## src/rtl/seq_alu_pkg.sv

```systemverilog
// Shared opcodes and FSM encoding for the sequential ALU.
package seq_alu_pkg;

    localparam logic [2:0] OP_ADD = 3'b000;
    localparam logic [2:0] OP_OR  = 3'b001;
    localparam logic [2:0] OP_SUB = 3'b010;
    localparam logic [2:0] OP_XOR = 3'b011;
    localparam logic [2:0] OP_AND = 3'b100;
    localparam logic [2:0] OP_SHL = 3'b101;
    localparam logic [2:0] OP_SHR = 3'b110;
    localparam logic [2:0] OP_MUL = 3'b111;

    typedef enum logic [1:0] {
        S_IDLE = 2'b00,
        S_BUSY = 2'b01,
        S_DONE = 2'b10
    } state_t;

endpackage

```

## src/rtl/alu_mul_serial.sv

```systemverilog
// Unsigned shift-add multiplier, one multiplier bit per cycle.
module alu_mul_serial #(
    parameter int WIDTH = 4
) (
    input  logic               clk,
    input  logic               rst_n,
    input  logic               start,
    input  logic [WIDTH-1:0]   a,
    input  logic [WIDTH-1:0]   b,
    output logic               done,
    output logic [2*WIDTH-1:0] product
);

    localparam int CW = $clog2(WIDTH + 1);
    localparam logic [CW-1:0] LAST = CW'(WIDTH);

    logic               busy;
    logic [CW-1:0]      cnt;
    logic [2*WIDTH-1:0] acc;
    logic [2*WIDTH-1:0] mcand;
    logic [WIDTH-1:0]   mplier;

    // Bit 0 is folded in on the start edge so the product lands after WIDTH edges.
    always_ff @(posedge clk or negedge rst_n) begin
        if (!rst_n) begin
            busy   <= 1'b0;
            cnt    <= '0;
            acc    <= '0;
            mcand  <= '0;
            mplier <= '0;
        end else if (start) begin
            busy   <= 1'b1;
            cnt    <= CW'(1);
            acc    <= b[0] ? {{WIDTH{1'b0}}, a} : '0;
            mcand  <= {{(WIDTH-1){1'b0}}, a, 1'b0};
            mplier <= b >> 1;
        end else if (busy) begin
            if (cnt == LAST) begin
                busy <= 1'b0;
            end else begin
                acc    <= acc + (mplier[0] ? mcand : '0);
                mcand  <= mcand << 1;
                mplier <= mplier >> 1;
                cnt    <= cnt + CW'(1);
            end
        end
    end

    assign done    = busy && (cnt == LAST);
    assign product = acc;

endmodule

```

## src/rtl/seq_alu.sv

```systemverilog
// Handshaked N-bit ALU: single-cycle logic ops plus a serial multiply,
// with registered result, high word and status flags.
module seq_alu
    import seq_alu_pkg::*;
#(
    parameter int WIDTH = 4
) (
    input  logic             clk,
    input  logic             rst_n,
    input  logic             in_valid,
    output logic             in_ready,
    input  logic [WIDTH-1:0] a,
    input  logic [WIDTH-1:0] b,
    input  logic [2:0]       opcode,
    output logic             out_valid,
    input  logic             out_ready,
    output logic [WIDTH-1:0] result,
    output logic [WIDTH-1:0] result_hi,
    output logic             flag_c,
    output logic             flag_z,
    output logic             flag_v,
    output logic             flag_n
);

    localparam int M = WIDTH - 1;
    localparam logic [WIDTH-1:0] SH_LIM = WIDTH'(WIDTH);

    state_t             state;
    logic               accept;
    logic               start;
    logic               mul_done;
    logic [2*WIDTH-1:0] product;
    logic [WIDTH:0]     sum;
    logic [WIDTH:0]     dif;
    logic [WIDTH-1:0]   res;
    logic               c;
    logic               v;

    assign in_ready = (state == S_IDLE);
    assign accept   = in_valid && in_ready;
    assign start    = accept && (opcode == OP_MUL);
    assign sum      = {1'b0, a} + {1'b0, b};
    assign dif      = {1'b0, a} - {1'b0, b};

    always_comb begin
        res = '0;
        c   = 1'b0;
        v   = 1'b0;
        case (opcode)
            OP_ADD: begin
                res = sum[M:0];
                c   = sum[WIDTH];
                v   = (a[M] == b[M]) && (res[M] != a[M]);
            end
            OP_SUB: begin
                res = dif[M:0];
                c   = dif[WIDTH];
                v   = (a[M] != b[M]) && (res[M] != a[M]);
            end
            OP_OR:  res = a | b;
            OP_XOR: res = a ^ b;
            OP_AND: res = a & b;
            OP_SHL: res = (b >= SH_LIM) ? '0 : a << b;
            OP_SHR: res = (b >= SH_LIM) ? '0 : a >> b;
            default: ;
        endcase
    end

    alu_mul_serial #(.WIDTH(WIDTH)) u_mul (
        .clk     (clk),
        .rst_n   (rst_n),
        .start   (start),
        .a       (a),
        .b       (b),
        .done    (mul_done),
        .product (product)
    );

    always_ff @(posedge clk or negedge rst_n) begin
        if (!rst_n) begin
            state     <= S_IDLE;
            out_valid <= 1'b0;
            result    <= '0;
            result_hi <= '0;
            flag_c    <= 1'b0;
            flag_z    <= 1'b0;
            flag_v    <= 1'b0;
            flag_n    <= 1'b0;
        end else begin
            case (state)
                S_IDLE: begin
                    if (accept && opcode == OP_MUL) begin
                        state <= S_BUSY;
                    end else if (accept) begin
                        state     <= S_DONE;
                        out_valid <= 1'b1;
                        result    <= res;
                        result_hi <= '0;
                        flag_c    <= c;
                        flag_z    <= (res == '0);
                        flag_v    <= v;
                        flag_n    <= res[M];
                    end
                end
                S_BUSY: begin
                    if (mul_done) begin
                        state     <= S_DONE;
                        out_valid <= 1'b1;
                        result    <= product[M:0];
                        result_hi <= product[2*WIDTH-1:WIDTH];
                        flag_c    <= |product[2*WIDTH-1:WIDTH];
                        flag_z    <= (product == '0);
                        flag_v    <= 1'b0;
                        flag_n    <= product[2*WIDTH-1];
                    end
                end
                S_DONE: begin
                    if (out_ready) begin
                        state     <= S_IDLE;
                        out_valid <= 1'b0;
                    end
                end
                default: begin
                    state     <= S_IDLE;
                    out_valid <= 1'b0;
                end
            endcase
        end
    end

endmodule

```

## config.mk

```make
export PLATFORM = sky130hd
export DESIGN_NAME = seq_alu
export DESIGN_NICKNAME = d
export VERILOG_FILES = /design/src/rtl/seq_alu_pkg.sv /design/src/rtl/alu_mul_serial.sv /design/src/rtl/seq_alu.sv
export SDC_FILE = /design/constraint.sdc
export NUM_CORES = 1
export LEC_CHECK = 0
export ABC_CLOCK_PERIOD_IN_PS = 2570
export BUFFER_PORTS_ARGS = -buffer_cell sky130_fd_sc_hd__buf_2
export CAP_MARGIN = 30
export CORE_ASPECT_RATIO = 2
export CORE_MARGIN = 4
export CORE_UTILIZATION = 38
export DETAILED_ROUTE_END_ITERATION = 8
export SLEW_MARGIN = 5
export SYNTH_ARGS = -nofsm -noshare
export SYNTH_HDL_FRONTEND = slang
export SYNTH_SLANG_ARGS = --single-unit
```

## constraint.sdc

```tcl
create_clock -name clk -period 2.57 [get_ports clk]
set_input_delay 0.1285 -clock clk [delete_from_list [all_inputs] [get_ports clk]]
set_output_delay 0.1285 -clock clk [all_outputs]
set_load 0.05 [all_outputs]
```

==> impl_results.md, run 1 <==
- DRC: 0
- CORE AREA: between 0.006 and 0.007 sq mm
- Vias in the first global route: 2,471
- Starting Density: 0.387
- Worst Max-Slew Pin Slew: approximately 0.84 ns
- Avg Cell Area, Syn: around 8.3 sq um
- Min-delay src: out_ready
- Switch share: 0.426
- Sequential share of the synthesized area: 0.348
- Period Utilization, post-route: 0.866
- Die Wd: between 60 and 70 microns
- Die height: about 130 microns
- Core Rows: 43
- DP Worst Slack: slightly below 0.3 ns
- DRT Wirelength: 7450 microns
- First-pass GRT wire length: approximately 12,000 microns
- Clk pwr share: 0.223
- Post-synth EDFFs: 0
- Grt ovf: 0
- Vias: roughly 2,400
- Initial antenna violation count: 0
- Peak supply drop: around 0.00035 V
- Mapped Cells: between 300 and 400
- Io pins: 29
- Final worst slack: between 0.3 and 0.4 ns
- Asr flop ratio synth: 1.00
- Largest net degree at the start of global routing: 38
- Router iterations before antenna repair: 4
- Max-Cap Viols: 0
- Synth-to-Final Area Change: 16.1%
- Post-synthesis cell type count: 51
- CP Launch Type: flip-flop
- Max Slew Vio Count: 0
- Yosys Warn Count: 0
- Fillcell total: 775
- GPL Wtd Cong: slightly above 0.9
- Critical path class: flip-flop to flip-flop
- CTS Buf Count: 5
- DR WL/cell: approximately 17 microns
- Die area: about 0.0085 sq mm
- Post-DP HPWL: ~6000 microns
- Total GRT Usage: 0.193
- RSZ-0062 raised after global routing: false
- CTS tree: built
- Nets: ~390
- Vias per cell: 5.45
- Net count after synthesis: 358
- Power Dens Cells: between 900 and 1000 mW/mm^2
- Post-CTS sizing: 0
- Iteration-0 DRC Markers: 82
- Clock sink count: 37
- Met1 Usage GRT: 0.190
- Max-slew headroom: 0.441
- Worst Skew: 0.00483 ns
- Setup TNS: 0 ns
- Leak Pwr: 0.00149 uW
- Latest clock arrival within the worst-skew pair: roughly 0.28 ns
- CP max FO: 8
- Setup crit end kind: flip-flop
- Internal Power: between 1500 and 2000 uW
- Critical path data arrival time: 2.40 ns
- Post-route ant nets: 0
- NetSw: 1230 uW
- Final setup fails: 0
- Most frequent standard cell in the layout excluding fill and tap cells: nand2_1
- Combinational fraction of design power: 0.427
- Max clock buf depth: 2
- Final hold vios: 0
- Hold Path Cell Cnt: 3
- Reg2Reg Depth: 9
- Status: completed
- Worst path required time: 2.74 ns
- Met3 Track Usage GR: 0.0159
- Final worst path period need: 2.23 ns
- Antenna Diode Count: 0
- Global Route met2 Usage: 0.352
- Synthesized flop and latch total: 37
- Mapped Area: ~0.0027 sq mm
- FF-to-FF End: u_mul.product[7]
- H-tree levels: 2
- Top_reg_cell synth: dfrtp_1
- FF-to-FF Start: u_mul.mplier[0]
- # port buffers: 28
- GRT Max-Usage Layer: met2
- Highest-count cells in the layout ignoring fill and taps: nand2_1 (51), dfrtp_1 (37), nor2_1 (28), buf_2 (28), ha_1 (20)
- Hold WC Path Type: primary input to flip-flop
- Part of the power in registers: 0.350
- Reg-to-reg slack, setup: 0.34 ns
- Worst-path clk slew: roughly 0.060 ns
- Hold Path End: state[1]
- Fraction of layout cells with a size suffix above 1: 0.145
- Fmax: around 450 MHz
- Root Driver: clkbuf_16
-- how the worst max path moves through the flow --
stage	cells after the start	from	end	slack (ns)
2_1_floorplan	5	state[1]	u_mul.product[3]	0.45
3_3_place_gp	11	a[0]	result[1]	0.36
3_5_place_dp	11	a[0]	result[1]	0.29
4_1_cts	9	u_mul.mplier[0]	u_mul.product[7]	0.33
5_1_grt	9	u_mul.mplier[0]	u_mul.product[7]	0.13
6_report	9	u_mul.mplier[0]	u_mul.product[7]	0.34
-- flip-flops by register name (all words and copies together) (netlist names) --
register and cells:
flag_z 1, flag_n 1, u_mul.product 8, flag_c 1
state 2, u_mul.busy 1, u_mul.cnt 3, result 4
result_hi 4, u_mul.mplier 3, out_valid 1, u_mul.mcand 7
flag_v 1
-- layer usage --
layer,routed length [microns],up-vias
met5,0,-
met4,480,0
met3,154,23
met2,4240,49
met1,2580,1152
li1,-,1181
-- worst max-delay path, cell delays in order (launching register included) --
cell	delay [ns]
dfrtp_1	0.43
and2_1	0.16
ha_1	0.20
fa_1	0.41
a21o_1	0.17
a21oi_1	0.22
nor3b_1	0.09
a211oi_1	0.21
xor2_1	0.17
nor2_1	0.05
-- power by group through the flow --
stage               logic, uW  registers, uW  clock network [uW]
floorplan                 712           1180                   0
global placement         1230           1020                   0
detailed placement       1240           1030                   0
CTS                      1250           1020                 656
global route             1370           1050                 681
finish                   1230           1010                 644
-- through the flow --
stage                      util  total power [uW]  hold WS [ns]  cells  instance area [sq um]
after floorplan               -              1890        -0.167    320                   2660
after global placement    0.425              2240         0.284    432                   2930
after detailed placement  0.425              2270         0.284    432                   2930
after CTS                 0.449              2920         0.149    441                   3090
after global routing      0.449              3100         0.161    441                   3090
final                     0.449              2890         0.158    441                   3090
-- Yosys cell counts, drive strengths merged, types with 3 or more instances --
library cell  instances  area (sq um)
fa                    3          60.1
ha                   20           250
a21oi                18          90.1
buf                   7          36.3
o211ai                4          30.0
a31oi                10          62.6
a21o                  7          52.6
inv                  18          67.6
a211oi                5          37.5
nor2                 28           105
nand4                 3          18.8
o21ai                19          95.1
clkbuf               10          37.5
and3                  3          18.8
a22oi                 3          22.5
dfrtp                37           926
nand2b                6          37.5
nand2                51           191
nor3                  4          20.0
and2                  7          43.8
nand3                11          55.1
xnor2                 6          52.6
nor2b                 6          40.0
-- cell type report --
cell class	count	area, sq um	share of cell area
clock buffers	7	153	0.0494
clock inverters	1	5.00	0.00162
inverters	18	67.6	0.0218
multi-input cells	248	1600	0.516
flip-flops and latches	37	926	0.299
well taps	90	113	0.0364
repair buffers	40	233	0.0752
-- logic make-up (layout without fill, tap and decap cells) --
| family | count (synthesis) | count (layout) | share of synthesized area |
|---|---|---|---|
| AND/OR/NAND/NOR | 129 | 129 | 0.228 |
| AO/OA/AOI/OAI | 83 | 83 | 0.204 |
| flip-flops | 37 | 37 | 0.348 |
| buffers and inverters | 35 | 66 | 0.0531 |
| adder cells (fa/ha/maj) | 23 | 23 | 0.116 |
| XOR/XNOR | 8 | 8 | 0.0263 |
| multiplexers | 5 | 5 | 0.0244 |
-- timing repair --
| item | CTS | global route |
|---|---|---|
| hold buffers | 1 | 0 |
| endpoints found under the hold margin | 37 | 0 |
| buffers inserted | 0 | 0 |
No activity file was read; power rests on OpenSTA's default activity.
==> run 2: changes to the inputs <==
--- a/config.mk
+++ b/config.mk
@@ -10,7 +10,7 @@
 export CAP_MARGIN = 30
 export CORE_ASPECT_RATIO = 2
 export CORE_MARGIN = 4
-export CORE_UTILIZATION = 38
+export CORE_UTILIZATION = 40
 export DETAILED_ROUTE_END_ITERATION = 8
 export SLEW_MARGIN = 5
 export SYNTH_ARGS = -nofsm -noshare
==> impl_results.md, run 2 (synthesis gave the netlist of run 1 again) <==
- # port buffers: 28
- RSZ-0062 raised after global routing: false
- Die height: between 100 and 150 microns
- Root Driver: clkbuf_16
- Iteration-0 DRC Markers: 112
- Fillcell total: approximately 650
- Final worst path period need: ~2.3 ns
- Max-slew headroom: 0.450
- Delay-heaviest family, CP: compound AO/OA/AOI/OAI gates
- Status: completed
- Switch share: 0.429
- DRT Wirelength: between 7000 and 8000 microns
- Core Rows: between 40 and 50
- Hold WC Path Type: primary input to flip-flop
- Most frequent standard cell in the layout excluding fill and tap cells: nand2_1
- Max Slew Vio Count: 0
- Max clock buf depth: 2
- Setup crit end kind: flip-flop
- Worst-path clk slew: ~0.060 ns
- Leak Pwr: 0.00149 uW
- Antenna Diode Count: 0
- Post-route ant nets: 0
- Io pins: 29
- Crit-path max cell delay: 0.44 ns
- First-pass GRT wire length: 12,100 microns
- WP buf/inv: 0
- Combinational fraction of design power: 0.428
- Setup TNS: 0 ns
- Final setup fails: 0
- Slowest cell on crit path: dfrtp_1
- Die area: slightly above 0.008 sq mm
- Number of flip-flops in the largest register: 8
- Critical path class: flip-flop to flip-flop
- Part of the power in registers: 0.349
- Crit-path cells: and2_1 > ha_1 > fa_1 > a21o_1 > a21oi_1 > nor3b_1 > a211oi_1 > xor2_1 > nor2_1
- Max-Cap Viols: 0
- Latest clock arrival within the worst-skew pair: 0.28 ns
- Post-DP HPWL: 5860 microns
- Die Wd: ~66 microns
- Synth-to-Final Area Change: 16.2%
- Design area: 0.00310 sq mm
- Vias: between 2,000 and 2,500
- CTS tree: built
- CP Launch Type: flip-flop
- DRC: 0
- Post CTS Setup Buffer Count: 0
- CORE AREA: ~0.0064 sq mm
- Largest net degree at the start of global routing: 38
- Hold_ws: between 0.1 and 0.15 ns
- Clk pwr share: 0.223
- Grt ovf: 0
- Final hold vios: 0
- Period Utilization, post-route: 0.877
- CTS Buf Count: 5
- NetSw: between 1000 and 1500 uW
- Vias in the first global route: roughly 2,400
- Critical path data arrival time: 2.43 ns
- DR WL/cell: around 17 microns
- Fmax: 444 MHz
- Vias per cell: ~5.6
- Area occupied by multi-input gates: 0.00160 sq mm
- FF+latch area: a little over 900 sq um
- Post-placement cell area: approximately 0.003 sq mm
- Peak supply drop: between 0.0002 and 0.0003 V
- Worst Skew: around 0.0033 ns
- Router iterations before antenna repair: 4
- GPL Wtd Cong: 0.914
- Initial antenna violation count: 0
- Power Dens Cells: roughly 940 mW/mm^2
- Total GRT Usage: 0.199
- Worst path required time: between 2 and 3 ns
- CP max FO: 8
- Worst Max-Slew Pin Slew: between 0.8 and 0.9 ns
- Highest-count cells in the layout ignoring fill and taps: nand2_1 (51), dfrtp_1 (37), nor2_1 (28), buf_2 (28), ha_1 (20)
- Clock sink count: 37
- H-tree levels: 2
- Starting Density: 0.415
- Internal Power: 1660 uW
- Nets: roughly 390
- Fraction of layout cells with a size suffix above 1: 0.148
## run 2: changes by cell type in the layout (fill, tap and decap cells not counted), sizes merged
cell	change
buf	+1
## run 2: cell type report
class                      count  area share
inverter                      18      0.0218
timing repair buffer          41      0.0776
tap                           86      0.0348
multi-input combinational    248       0.516
clock inverter                 1     0.00162
clock buffer                   7      0.0493
sequential                    37       0.299
## run 2: path summary, 6_finish.rpt
check	from	endpoint	slack, ns	cells after the start
max	u_mul.mplier[0]	u_mul.product[7]	0.32	9
min	out_ready	state[1]	0.12	3
max reg2reg	u_mul.mplier[0]	u_mul.product[7]	0.32	9
min reg2reg	result_hi[1]	result_hi[1]	0.47	2
max in group asynchronous	rst_n	u_mul.mplier[2]	1.56	2
min in group asynchronous	rst_n	state[1]	0.48	2
## run 2: what timing repair did
action,CTS,global route
resized for setup,0,0
hold buffers,1,0
setup endpoints to repair,0,0
endpoints found under the hold margin,37,0
## run 2: power by group through the flow
stage                     logic, uW  registers (uW)  clock network (uW)
after floorplan                 712            1180                   0
after global placement         1230            1020                   0
after detailed placement       1250            1030                   0
after CTS                      1260            1020                 663
after global routing           1380            1040                 689
final                          1240            1010                 649
## run 2: through the flow
step | util | cells | setup WS [ns] | total power [uW]
final | 0.483 | 438 | 0.317 | 2900
after global routing | 0.483 | 438 | 0.188 | 3110
after CTS | 0.483 | 438 | 0.344 | 2940
after detailed placement | 0.457 | 429 | 0.309 | 2270
after global placement | 0.457 | 429 | 0.358 | 2250
after floorplan | - | 320 | 0.450 | 1890
## run 2: layer usage
layer / GRT usage / vias to the layer above / share of wire
li1: - / 1188 / -
met3: 0.0227 / 24 / 0.025
met4: 0.108 / 0 / 0.046
met2: 0.385 / 56 / 0.57
met5: 0 / - / 0
met1: 0.197 / 1193 / 0.36
## run 2: worst register-to-register path: stages, from the launching register on
cell and delay, ns:
dfrtp_1 0.44, and2_1 0.17, ha_1 0.20, fa_1 0.40, a21o_1 0.17, a21oi_1 0.20
nor3b_1 0.08, a211oi_1 0.24, xor2_1 0.18, nor2_1 0.05
